File: config.mk
export PLATFORM = sky130hd
export DESIGN_NAME = fifo_rd_ctrl
export DESIGN_NICKNAME = d
export VERILOG_FILES = /design/src/rtl/fifo_rd_ctrl.sv
export SDC_FILE = /design/constraint.sdc
export NUM_CORES = 1
export LEC_CHECK = 0
export CORE_MARGIN = 5
export CORE_UTILIZATION = 29
export CTS_BUF_LIST = sky130_fd_sc_hd__clkbuf_4 sky130_fd_sc_hd__clkbuf_8
export DETAILED_ROUTE_END_ITERATION = 10
export SLEW_MARGIN = 20
export SYNTH_ARGS = -nofsm -noshare
export SYNTH_HDL_FRONTEND = slang
export SYNTH_SLANG_ARGS = --single-unit
File: constraint.sdc
create_clock -name R_CLK -period 4.4 [get_ports R_CLK]
set_input_delay 0.88 -clock R_CLK [delete_from_list [all_inputs] [get_ports R_CLK]]
set_output_delay 0.88 -clock R_CLK [all_outputs]
set_load 0.03 [all_outputs]
File: src/rtl/fifo_rd_ctrl.sv
// Read-domain controller of a dual-clock FIFO. It synchronises the write Gray pointer,
// advances the read pointer and produces registered empty, almost-empty, count and underflow.
module fifo_rd_ctrl #(
  parameter int MEM_DEPTH   = 8,
  parameter int SYNC_STAGES = 2,
  localparam int ADDR_W     = $clog2(MEM_DEPTH)
) (
  input  logic              R_CLK,
  input  logic              R_RST,
  input  logic              R_INC,
  input  logic              R_CLR_ERR,
  input  logic [ADDR_W:0]   W_PTR_G,
  input  logic [ADDR_W:0]   AE_LEVEL,
  output logic [ADDR_W-1:0] R_addr,
  output logic [ADDR_W:0]   R_ptr,
  output logic              R_POP,
  output logic              R_EMPTY,
  output logic              R_ALMOST_EMPTY,
  output logic [ADDR_W:0]   R_COUNT,
  output logic              R_UNDERFLOW
);

  logic [SYNC_STAGES-1:0][ADDR_W:0] sync_q;
  logic [ADDR_W:0] wq;
  logic [ADDR_W:0] w_bin;
  logic [ADDR_W:0] r_bin_q, r_bin_d;
  logic [ADDR_W:0] r_gray_d;
  logic [ADDR_W:0] r_gray_q;
  logic [ADDR_W:0] count_d;
  logic [ADDR_W:0] count_q;
  logic            empty_q;
  logic            almost_empty_q;
  logic            underflow_q;
  logic            pop;

  // Plain flop chain: no logic between stages so each bit resolves metastability alone.
  always_ff @(posedge R_CLK) begin
    if (R_RST) begin
      sync_q <= '0;
    end else begin
      sync_q <= {sync_q[SYNC_STAGES-2:0], W_PTR_G};
    end
  end

  assign wq = sync_q[SYNC_STAGES-1];

  // Gray to binary: each binary bit is the XOR of all Gray bits at or above it.
  generate
    for (genvar gi = 0; gi <= ADDR_W; gi++) begin : g_g2b
      assign w_bin[gi] = ^wq[ADDR_W:gi];
    end
  endgenerate

  assign pop      = R_INC & ~empty_q & ~R_RST;
  assign r_bin_d  = r_bin_q + {{ADDR_W{1'b0}}, pop};
  assign r_gray_d = r_bin_d ^ (r_bin_d >> 1);
  assign count_d  = w_bin - r_bin_d;

  always_ff @(posedge R_CLK) begin
    if (R_RST) begin
      r_bin_q        <= '0;
      r_gray_q       <= '0;
      count_q        <= '0;
      empty_q        <= 1'b1;
      almost_empty_q <= 1'b1;
      underflow_q    <= 1'b0;
    end else begin
      r_bin_q        <= r_bin_d;
      r_gray_q       <= r_gray_d;
      count_q        <= count_d;
      empty_q        <= (r_gray_d == wq);
      almost_empty_q <= (count_d <= AE_LEVEL);
      // A new underflow attempt takes priority over a clear in the same cycle.
      if (R_INC && empty_q) begin
        underflow_q <= 1'b1;
      end else if (R_CLR_ERR) begin
        underflow_q <= 1'b0;
      end
    end
  end

  assign R_addr         = r_bin_q[ADDR_W-1:0];
  assign R_ptr          = r_gray_q;
  assign R_POP          = pop;
  assign R_EMPTY        = empty_q;
  assign R_ALMOST_EMPTY = almost_empty_q;
  assign R_COUNT        = count_q;
  assign R_UNDERFLOW    = underflow_q;

endmodule

======== Word-level counts from Yosys, hierarchy flattened ========
Cells that the tools add are included.
cells by class
  $add $sub $neg .......................... 2
  multipliers ............................. 0
  div/mod/pow operators ................... 0
  order comparisons ....................... 1
  equality and inequality tests ........... 1
  shift-type cells ........................ 0
  muxes and demuxes ....................... 2
  bitwise operators ....................... 5
  reductions and logical operators ........ 5
operator list
  cell                            number
  adder 4 x 1 -> 4 bit            1
  equality test 4 bit             1
  less-or-equal comparator 4 bit  1
  parity 4 bit                    1
  subtractor 4 bit                1
  bitwise XOR 4 x 3 -> 4 bit      1
  parity 3 bit                    1
  bitwise AND 1 bit               2
  2-to-1 mux 1 bit                2
  inverter 1 bit                  2
  nonzero test 2 bit              1
  parity 2 bit                    1
  logical AND 1 bit               1
word-level totals
  register bits ........................... 23
  latch bits .............................. 0
  memory bits (writable) .................. 0
  bits in read-only memories .............. 0
  input port bits ......................... 12
  output and inout bits ................... 15
  word-level logic and storage cells ...... 24
  memories kept ........................... 0

======== Depth between registers and ports, before layout ========
Gate-level depths: netlist (run 1).
  word-level depth ........................ 6
  gate-level depth with buffers ........... 12
  gate-level depth less buffers ........... 11

======== Least setup slack after synthesis (run 1) ========
Ideal clock, no wire load.
  path type ............................... input -> register
  from .................................... in R_RST
  to ...................................... reg almost_empty_q, in the netlist R_ALMOST_EMPTY
  setup time .............................. 0.123 ns
  arrival ................................. 3.946 ns
  required time ........................... 4.277 ns
  path slack .............................. 0.331 ns
  cell stages on the path ................. 12
  path buffers ............................ 1
  cell sequence ........................... clkbuf_1 -> nor3b_1 -> ha_1 -> ha_1 -> inv_1 -> ha_1 -> a21o_1 -> a21oi_1 -> xnor3_1 -> ha_1 -> a41oi_1 -> o21ai_1
on the way
  longest elaborated chain between the ends .. 5
ends and longest elaborated chain
  what                            RTL line  source
  start, declared                 9         input logic R_RST,
  inverter 1 bit                  54        assign pop = R_INC & ~empty_q & ~R_RST;
  bitwise AND 1 bit               54
  named net R_POP                 16        output logic R_POP,
  adder 4 x 1 -> 4 bit            55        assign r_bin_d = r_bin_q + {{ADDR_W{1'b0}}, pop};
  named net r_bin_d[1]            26        logic [ADDR_W:0] r_bin_q, r_bin_d;
  subtractor 4 bit                57        assign count_d = w_bin - r_bin_d;
  named net count_d[3]            29        logic [ADDR_W:0] count_d;
  less-or-equal comparator 4 bit  72        almost_empty_q <= (count_d <= AE_LEVEL);
  end signal, assigned            72
  end, declared                   32        logic almost_empty_q;
The timed path passes the listed nets, and every way through them passes these cells.
A chain may end at the register's enable or synchronous reset.

======== Worst setup path after layout (run 1) ========
  from .................................... in R_INC
  to ...................................... reg almost_empty_q, in the netlist R_ALMOST_EMPTY
on the way
  longest elaborated chain between the ends .. 5
ends and longest elaborated chain
  what                            RTL line  source
  start, declared                 10        input logic R_INC,
  bitwise AND 1 bit (2 in a row)  54
  adder 4 x 1 -> 4 bit            55
  named net r_bin_d[1]            26
  subtractor 4 bit                57
  named net count_d[3]            29
  less-or-equal comparator 4 bit  72
The timed path passes the listed nets, and every way through them passes these cells.

==> results of run 1 <==
[per-stage QoR]
stage                     instance area, um2  power (mW)  setup slack [ns]  hold WS, ns
after floorplan                          981       0.283             0.331        0.414
after global placement                  1300       0.320             0.647        0.417
after detailed placement                1300       0.322             0.562        0.423
after CTS                               1340       0.430             0.892        0.452
after global routing                    1340       0.453             0.747        0.468
final                                   1340       0.424             0.926        0.447
[where the power goes]
group          internal (mW)  switching [mW]
registers              0.211         0.00448
logic                 0.0508          0.0492
clock network         0.0504          0.0578
total                  0.312           0.112
[final timing paths]
check	from	endpoint	slack, ns	cells past startpoint
worst max-delay path	R_INC	R_ALMOST_EMPTY$_SDFF_PP1_	0.93	12
worst min register to register	sync_q[1]$_SDFF_PP0_	wq[1]$_SDFF_PP0_	0.45	1
worst min-delay path	sync_q[1]$_SDFF_PP0_	wq[1]$_SDFF_PP0_	0.45	1
worst max register to register	R_EMPTY$_SDFF_PP1_	R_ALMOST_EMPTY$_SDFF_PP1_	1.62	11
[area by class of cell]
class | instances | area (um2) | area share
inverters | 7 | 26.3 | 0.0197
repair buffers | 27 | 268 | 0.201
multi-input cells | 62 | 507 | 0.380
well taps | 46 | 57.6 | 0.0431
clock buffers | 4 | 36.3 | 0.0272
flip-flops and latches | 22 | 440 | 0.330
[registers in the layout, indices dropped and copies added, names as in the netlist]
register        count
wq                  4
R_ptr               3
R_EMPTY             1
R_COUNT             4
R_UNDERFLOW         1
r_bin_q             4
R_ALMOST_EMPTY      1
sync_q              4
[cells in the final DEF, fill, tap and decap left out, drive strengths merged, types with 2 or more instances in the layout]
cell | netlist | final
xnor2 | 9 | 9
o21ai | 2 | 2
clkdlybuf4s50 | 0 | 26
a21oi | 2 | 2
ha | 9 | 9
nor2b | 12 | 12
nand2 | 4 | 4
o21a | 2 | 2
xor2 | 3 | 3
a21o | 2 | 2
dfxtp | 22 | 22
inv | 7 | 7
nor2 | 9 | 9
clkbuf | 2 | 4
[critical path: stages]
cell	delay, ns
clkdlybuf4s50_1	0.47
nor3b_1	0.25
ha_1	0.24
ha_1	0.28
inv_1	0.16
ha_1	0.25
a21o_1	0.16
a21oi_1	0.15
xnor3_1	0.24
ha_1	0.30
a41oi_1	0.21
o21ai_1	0.08
[cell families after synthesis]
family | share of synthesized area
flops | 0.449
buf+inv | 0.0344
simple gates | 0.158
fa+ha+maj | 0.135
compound gates | 0.0663
xor+xnor | 0.157
[metal layers]
metal | up-vias | GRT usage | share of wire
met3 | 2 | 0.0213 | 0.076
met4 | 0 | 0.0397 | 0.0092
li1 | 355 | - | -
met2 | 19 | 0.134 | 0.49
met5 | - | 0 | 0
met1 | 298 | 0.0828 | 0.42
==> flow_metrics.tcl, run 1 <==
set metrics [dict create \
    outcome "complete, no violations" \
    worst_slew_pin_slew_ns 0.442 \
    timing.fmax_ghz 0.288 \
    core_region_area_um2 3310 \
    die_w_um 68.2 \
    cts_tree "done" \
    n_fill_cell 340 \
    setup_violations 0 \
    grt_first_pass_wirelength_um 2630 \
    area_growth_pct 36.1 \
    async_flop_share 0 \
    p_leak_nw 0.565 \
    fin_skew_ns 0.00361 \
    netlist_area_um2 981 \
    postRouteAntennaNets 0 \
    slew_violations 0 \
    route.detailed.drc 0 \
    initial_utilization 0.296 \
    pin_count 27 \
    wirelength_um 1620 \
    antenna_found_initial 0 \
    cts_hold_buf 0 \
    cts_sinks 22 \
    vias 674 \
    path_clk_slew_ns 0.12 \
    p_per_area_nw_per_um2 318 \
    critical_path_class "in2reg" \
    netlist.area_leader.share 0.449 \
    clock_path_buffers 2 \
    die-area_um2 4650 \
    finalCriticalPeriod_ns 3.47 \
    final_layout_size_suffix_gt1_frac 0.0656 \
    ys_seq_area_frac 0.449 \
    post_cts_resized 0 \
    vias_per_cell 4.01 \
    cts_made_buffers 3 \
    die_h_um 68.2 \
    htreeDepth 1 \
    setup_tns_ns 0 \
    fin_cells 168 \
    cp_max_fo 5 \
    grt_setup_unrepaired "false" \
    n_antenna_cell 0 \
    ys.flop_type "dfxtp_1" \
    wl_per_cell_um 9.67 \
    routabilityCongestion 0.733 \
    clock_latency_ns 0.30 \
    slew_headroom 0.704 \
    synth_edf_count 0 \
    final_nets 145 \
    core.rowCount 21 \
    synth_most_common_cell "dfxtp_1" \
    vdd_drop_max_uv 93.6 \
    firstDrtPassIters 3 \
    grt_max_degree 23 \
    placed_cells 164 \
    grt-ovfl-total 0 \
    ys_ff_latch 22 \
    synth.avg_cell_area_um2 10.5 \
    crit_arrival_ns 3.67 \
    fin_util 0.403 \
    hp-class "reg2reg" \
    grt_pass1_vias 638 \
    drt_first_iter_violations 31 \
    hold_viol 0 \
    synth_warnings 0 \
    yosys.area.top_type "dfxtp_1" \
    finalCritPeriodShare 0.790 \
    yosys-top-cells-count "dfxtp_1, nor2b_1, ha_1, nor2_1, xnor2_1" \
    synth_cells 93 \
    root_buffer "clkbuf_4" \
    synth_area_leaders "dfxtp_1, ha_1, nor2b_1, xnor2_1, nor2_1" \
    drv_cap 0 \
    postSynthNetCount 115 \
    critPathLaunchType "input pin" \
    end_kind "flip-flop" \
    synth.distinct_cells 23 \
    dp_hpwl_um 1340 \
    crit_required_ns 4.60 \
    port_buffers 26 \
    post-cts-setup-buffers 0 \
    grt_usage 0.0762 \
]
(Power assumes the default switching activity.)
==> inputs of run 2 (changes only) <==
Clock period 4.4 ns to 3.1 ns, I/O delays scaled along.
==> flow_metrics.tcl, run 2 (synthesis results as in run 1) <==
set metrics [dict create \
    outcome "complete, no violations" \
    pin_count 27 \
    die_h_um 68.2 \
    final_layout_size_suffix_gt1_frac 0.176 \
    crit_arrival_ns 3.25 \
    n_antenna_cell 0 \
    setup_violations 0 \
    postRouteAntennaNets 0 \
    finalCriticalPeriod_ns 2.99 \
    wl_per_cell_um 10.5 \
    hold_viol 0 \
    grt_setup_unrepaired "false" \
    finalCritPeriodShare 0.964 \
    antenna_found_initial 0 \
    core.rowCount 21 \
    cp_max_fo 3 \
    clock_path_buffers 2 \
    routabilityCongestion 0.722 \
    crit_required_ns 3.37 \
    placed_cells 173 \
    vias 713 \
    port_buffers 26 \
    clock_latency_ns 0.32 \
    path_clk_slew_ns 0.13 \
    timing.fmax_ghz 0.335 \
    grt_max_degree 23 \
    post_cts_resized 0 \
    die-area_um2 4650 \
    p_per_area_nw_per_um2 433 \
    initial_utilization 0.296 \
    grt-ovfl-total 0 \
    vias_per_cell 4.03 \
    end_kind "flip-flop" \
    hp-class "reg2reg" \
    cts_made_buffers 3 \
    firstDrtPassIters 4 \
    cts_hold_buf 0 \
    cts_sinks 22 \
    wirelength_um 1870 \
    fin_skew_ns 0.0103 \
    grt_usage 0.0908 \
    slew_violations 0 \
    n_fill_cell 336 \
    critical_path_class "in2reg" \
    multi_input_area_um2 547 \
    grt_pass1_vias 718 \
    fin_cells 177 \
    htreeDepth 1 \
    final_nets 154 \
    layout_common_cells "clkdlybuf4s50_1, dfxtp_1, nor2b_1" \
    seqCellArea_um2 440 \
    final_common_cell "clkdlybuf4s50_1" \
    cts_tree "done" \
    area_growth_pct 47.1 \
    vdd_drop_max_uv 162 \
    p_leak_nw 0.612 \
    critPathLaunchType "input pin" \
    dp_hpwl_um 1520 \
    drt_first_iter_violations 16 \
    grt_first_pass_wirelength_um 3130 \
    post-cts-setup-buffers 0 \
    die_w_um 68.2 \
    worst_slew_pin_slew_ns 0.370 \
    fin_hold_ws_ns 0.448 \
    root_buffer "clkbuf_4" \
    core_region_area_um2 3310 \
    finalPower_uw 625 \
    drv_cap 0 \
    slew_headroom 0.752 \
    route.detailed.drc 0 \
]
run 2: changes by cell type in the layout (fill, tap and decap cells not counted):
| cell | before | now |
|---|---|---|
| ha_4 | 0 | 2 |
| ha_1 | 9 | 7 |
| buf_4 | 1 | 11 |
| a21oi_2 | 0 | 1 |
| nor3b_4 | 0 | 1 |
| inv_4 | 0 | 1 |
| inv_1 | 7 | 6 |
| nor3b_1 | 1 | 0 |
| clkdlybuf4s50_1 | 26 | 25 |
| a21oi_1 | 2 | 1 |
run 2: layer usage:
layer / up-vias / GRT usage / wire, um
met3: 3 / 0.0213 / 124
met1: 318 / 0.101 / 739
met4: 0 / 0.0447 / 24
li1: 375 / - / -
met5: - / 0 / 0
met2: 17 / 0.160 / 978
run 2: layout make-up:
type	count	share of cell area
Timing Repair Buffer	36	0.231
Tap cell	46	0.0399
Multi-Input combinational cell	62	0.379
Clock buffer	4	0.0252
Sequential cell	22	0.305
Inverter	7	0.0199
run 2: final timing paths:
kind | end | depth (start not counted) | slack [ns] | start
setup / recovery | R_ALMOST_EMPTY$_SDFF_PP1_ | 11 | 0.11 | R_RST
hold reg to reg | wq[3]$_SDFF_PP0_ | 1 | 0.45 | sync_q[3]$_SDFF_PP0_
setup reg to reg | R_ALMOST_EMPTY$_SDFF_PP1_ | 11 | 0.35 | wq[3]$_SDFF_PP0_
hold / removal | wq[3]$_SDFF_PP0_ | 1 | 0.45 | sync_q[3]$_SDFF_PP0_
run 2: critical path: stages:
cell             delay (ns)
clkdlybuf4s50_1        0.46
nor3b_4                0.29
ha_4                   0.20
ha_4                   0.22
fa_1                   0.57
inv_1                  0.05
ha_1                   0.28
nor2b_1                0.13
o21a_1                 0.16
o21a_1                 0.16
o21ai_1                0.10
run 2: where the power goes:
part,switching [mW],internal (mW)
combinational,0.0737,0.0805
sequential,0.00769,0.300
clock,0.0913,0.0719
run 2: stage by stage:
step,utilization,worst slack [ns],setup TNS [ns],area [um2]
global placement,0.425,-0.177,-0.177,1410
global route,0.436,0.0160,0,1440
finish,0.436,0.112,0,1440
floorplan,-,0.0161,0,1030
detailed placement,0.425,-0.256,-0.256,1410
CTS,0.436,0.0791,0,1440
==> inputs of run 3 (changes only) <==
Settings changed: CORE_MARGIN 5 to not set.
==> flow_metrics.tcl, run 3 (synthesis results as in run 1) <==
set metrics [dict create \
    die_w_um 60.2 \
    fin_area_um2 1410 \
    timing.fmax_ghz 0.335 \
    vias 721 \
    clock_latency_ns 0.29 \
    route.detailed.drc 0 \
    pin_count 27 \
    final_common_cell "clkdlybuf4s50_1" \
    htreeDepth 1 \
    hold_viol 0 \
    r2r_end "R_ALMOST_EMPTY$_SDFF_PP1_" \
    post_dp_cell_area_um2 1390 \
    grt_setup_unrepaired "false" \
    reg2regPathDepth 11 \
    swShare 0.270 \
    place_worst_setup_slack_ns -0.244 \
    clock_path_buffers 2 \
    core.rowCount 20 \
    fin_skew_ns 0.00295 \
    vdd_drop_max_uv 272 \
    cts_tree "done" \
    dp_hpwl_um 1420 \
    rr_startpoint "wq[3]$_SDFF_PP0_" \
    slew_headroom 0.749 \
    p_seq_frac 0.529 \
    hold_end "wq[0]$_SDFF_PP0_" \
    vias_per_cell 4.19 \
    final_nets 152 \
    drt_first_iter_violations 5 \
    grt_max_degree 23 \
    finalCriticalPeriod_ns 2.98 \
    setup_violations 0 \
    min_path_cells 1 \
    p_clk_frac 0.209 \
    slew_violations 0 \
    critPathLaunchType "input pin" \
    routabilityCongestion 0.833 \
    final_layout_size_suffix_gt1_frac 0.156 \
    finalCritPeriodShare 0.962 \
    area_growth_pct 44.1 \
    n_antenna_cell 0 \
    wirelength_um 1710 \
    postRouteAntennaNets 0 \
    grt-ovfl-total 0 \
    hp-class "reg2reg" \
    p_leak_nw 0.604 \
    outcome "complete, no violations" \
    layout_common_cells "clkdlybuf4s50_1, dfxtp_1, nor2b_1" \
    power.switching_uw 157 \
    critical_path_class "in2reg" \
    cts_sinks 22 \
    die_h_um 60.2 \
    die-area_um2 3620 \
    post-cts-setup-buffers 0 \
    cts_made_buffers 3 \
    end_kind "flip-flop" \
    drv_cap 0 \
    port_buffers 26 \
    placed_cells 169 \
    fin_hold_ws_ns 0.447 \
    initial_utilization 0.314 \
    n_fill_cell 310 \
    antenna_found_initial 0 \
    grt_pass1_vias 713 \
    crit_arrival_ns 3.22 \
    firstDrtPassIters 2 \
    p_per_area_nw_per_um2 411 \
    root_buffer "clkbuf_4" \
    crit_required_ns 3.33 \
    grt_usage 0.111 \
    path_clk_slew_ns 0.11 \
    wl_per_cell_um 9.93 \
    cp_max_fo 3 \
    worst_slew_pin_slew_ns 0.374 \
    internal_power_uw 424 \
    core_region_area_um2 3130 \
    fin_cells 172 \
    setup_ws_ns 0.119 \
    grt_first_pass_wirelength_um 2960 \
    setup_tns_ns 0 \
    hp-start "sync_q[0]$_SDFF_PP0_" \
    combinationalPowerShare 0.263 \
    rrSetupSlack_ns 0.36 \
]
## run 3: cell count changes in the layout (fill, tap and decap cells not counted), sizes merged
cell / before / now
dlymetal6s2s: 0 / 1
clkdlybuf4s50: 25 / 24
clkbuf: 4 / 3
buf: 11 / 9
## run 3: layer usage
| layer | vias to the layer above | GRT usage | share of wire |
|---|---|---|---|
| li1 | 368 | - | - |
| met1 | 333 | 0.125 | 0.43 |
| met2 | 20 | 0.201 | 0.52 |
| met3 | 0 | 0.0455 | 0.052 |
| met4 | 0 | 0.00997 | 0 |
| met5 | - | 0 | 0 |
## run 3: worst max path at each step
stage	start	endpoint	slack, ns	cells past startpoint
2_1_floorplan	R_RST	R_ALMOST_EMPTY$_SDFF_PP1_	0.02	11
3_3_place_gp	R_RST	R_ALMOST_EMPTY$_SDFF_PP1_	-0.22	11
3_5_place_dp	R_RST	R_ALMOST_EMPTY$_SDFF_PP1_	-0.24	11
4_1_cts	R_RST	R_ALMOST_EMPTY$_SDFF_PP1_	0.07	11
5_1_grt	R_INC	R_ALMOST_EMPTY$_SDFF_PP1_	0.03	11
6_report	R_INC	R_ALMOST_EMPTY$_SDFF_PP1_	0.12	11
## run 3: timing repair
action,4_1_cts,5_1_grt
setup endpoints to repair,0,1
hold buffers,0,0
gates resized for setup,0,1
## run 3: through the flow
step | power [mW] | utilization
2_1_floorplan | 0.409 | -
3_3_place_gp | 0.465 | 0.444
3_5_place_dp | 0.468 | 0.444
4_1_cts | 0.592 | 0.451
5_1_grt | 0.619 | 0.452
6_report | 0.581 | 0.452
## run 3: area by class of cell
type	instances	area (um2)	area share
multi-input combinational	62	547	0.387
clock buffer	3	22.5	0.0159
sequential	22	440	0.312
tap	44	55.1	0.0389
timing repair buffer	34	320	0.227
inverter	7	28.8	0.0204
## run 3: power groups by stage
stage / registers (mW) / clock network, mW / logic, mW
after floorplan: 0.338 / 0 / 0.0707
after global placement: 0.313 / 0 / 0.152
after detailed placement: 0.314 / 0 / 0.154
after CTS: 0.308 / 0.129 / 0.155
after global routing: 0.309 / 0.143 / 0.167
final: 0.307 / 0.121 / 0.153
## run 3: critical path, stage by stage
cell,delay (ns)
clkdlybuf4s50_1,0.49
nor3b_4,0.25
ha_4,0.19
ha_4,0.22
fa_1,0.56
inv_1,0.05
ha_1,0.28
nor2b_1,0.14
o21a_1,0.17
o21a_1,0.16
o21ai_1,0.10
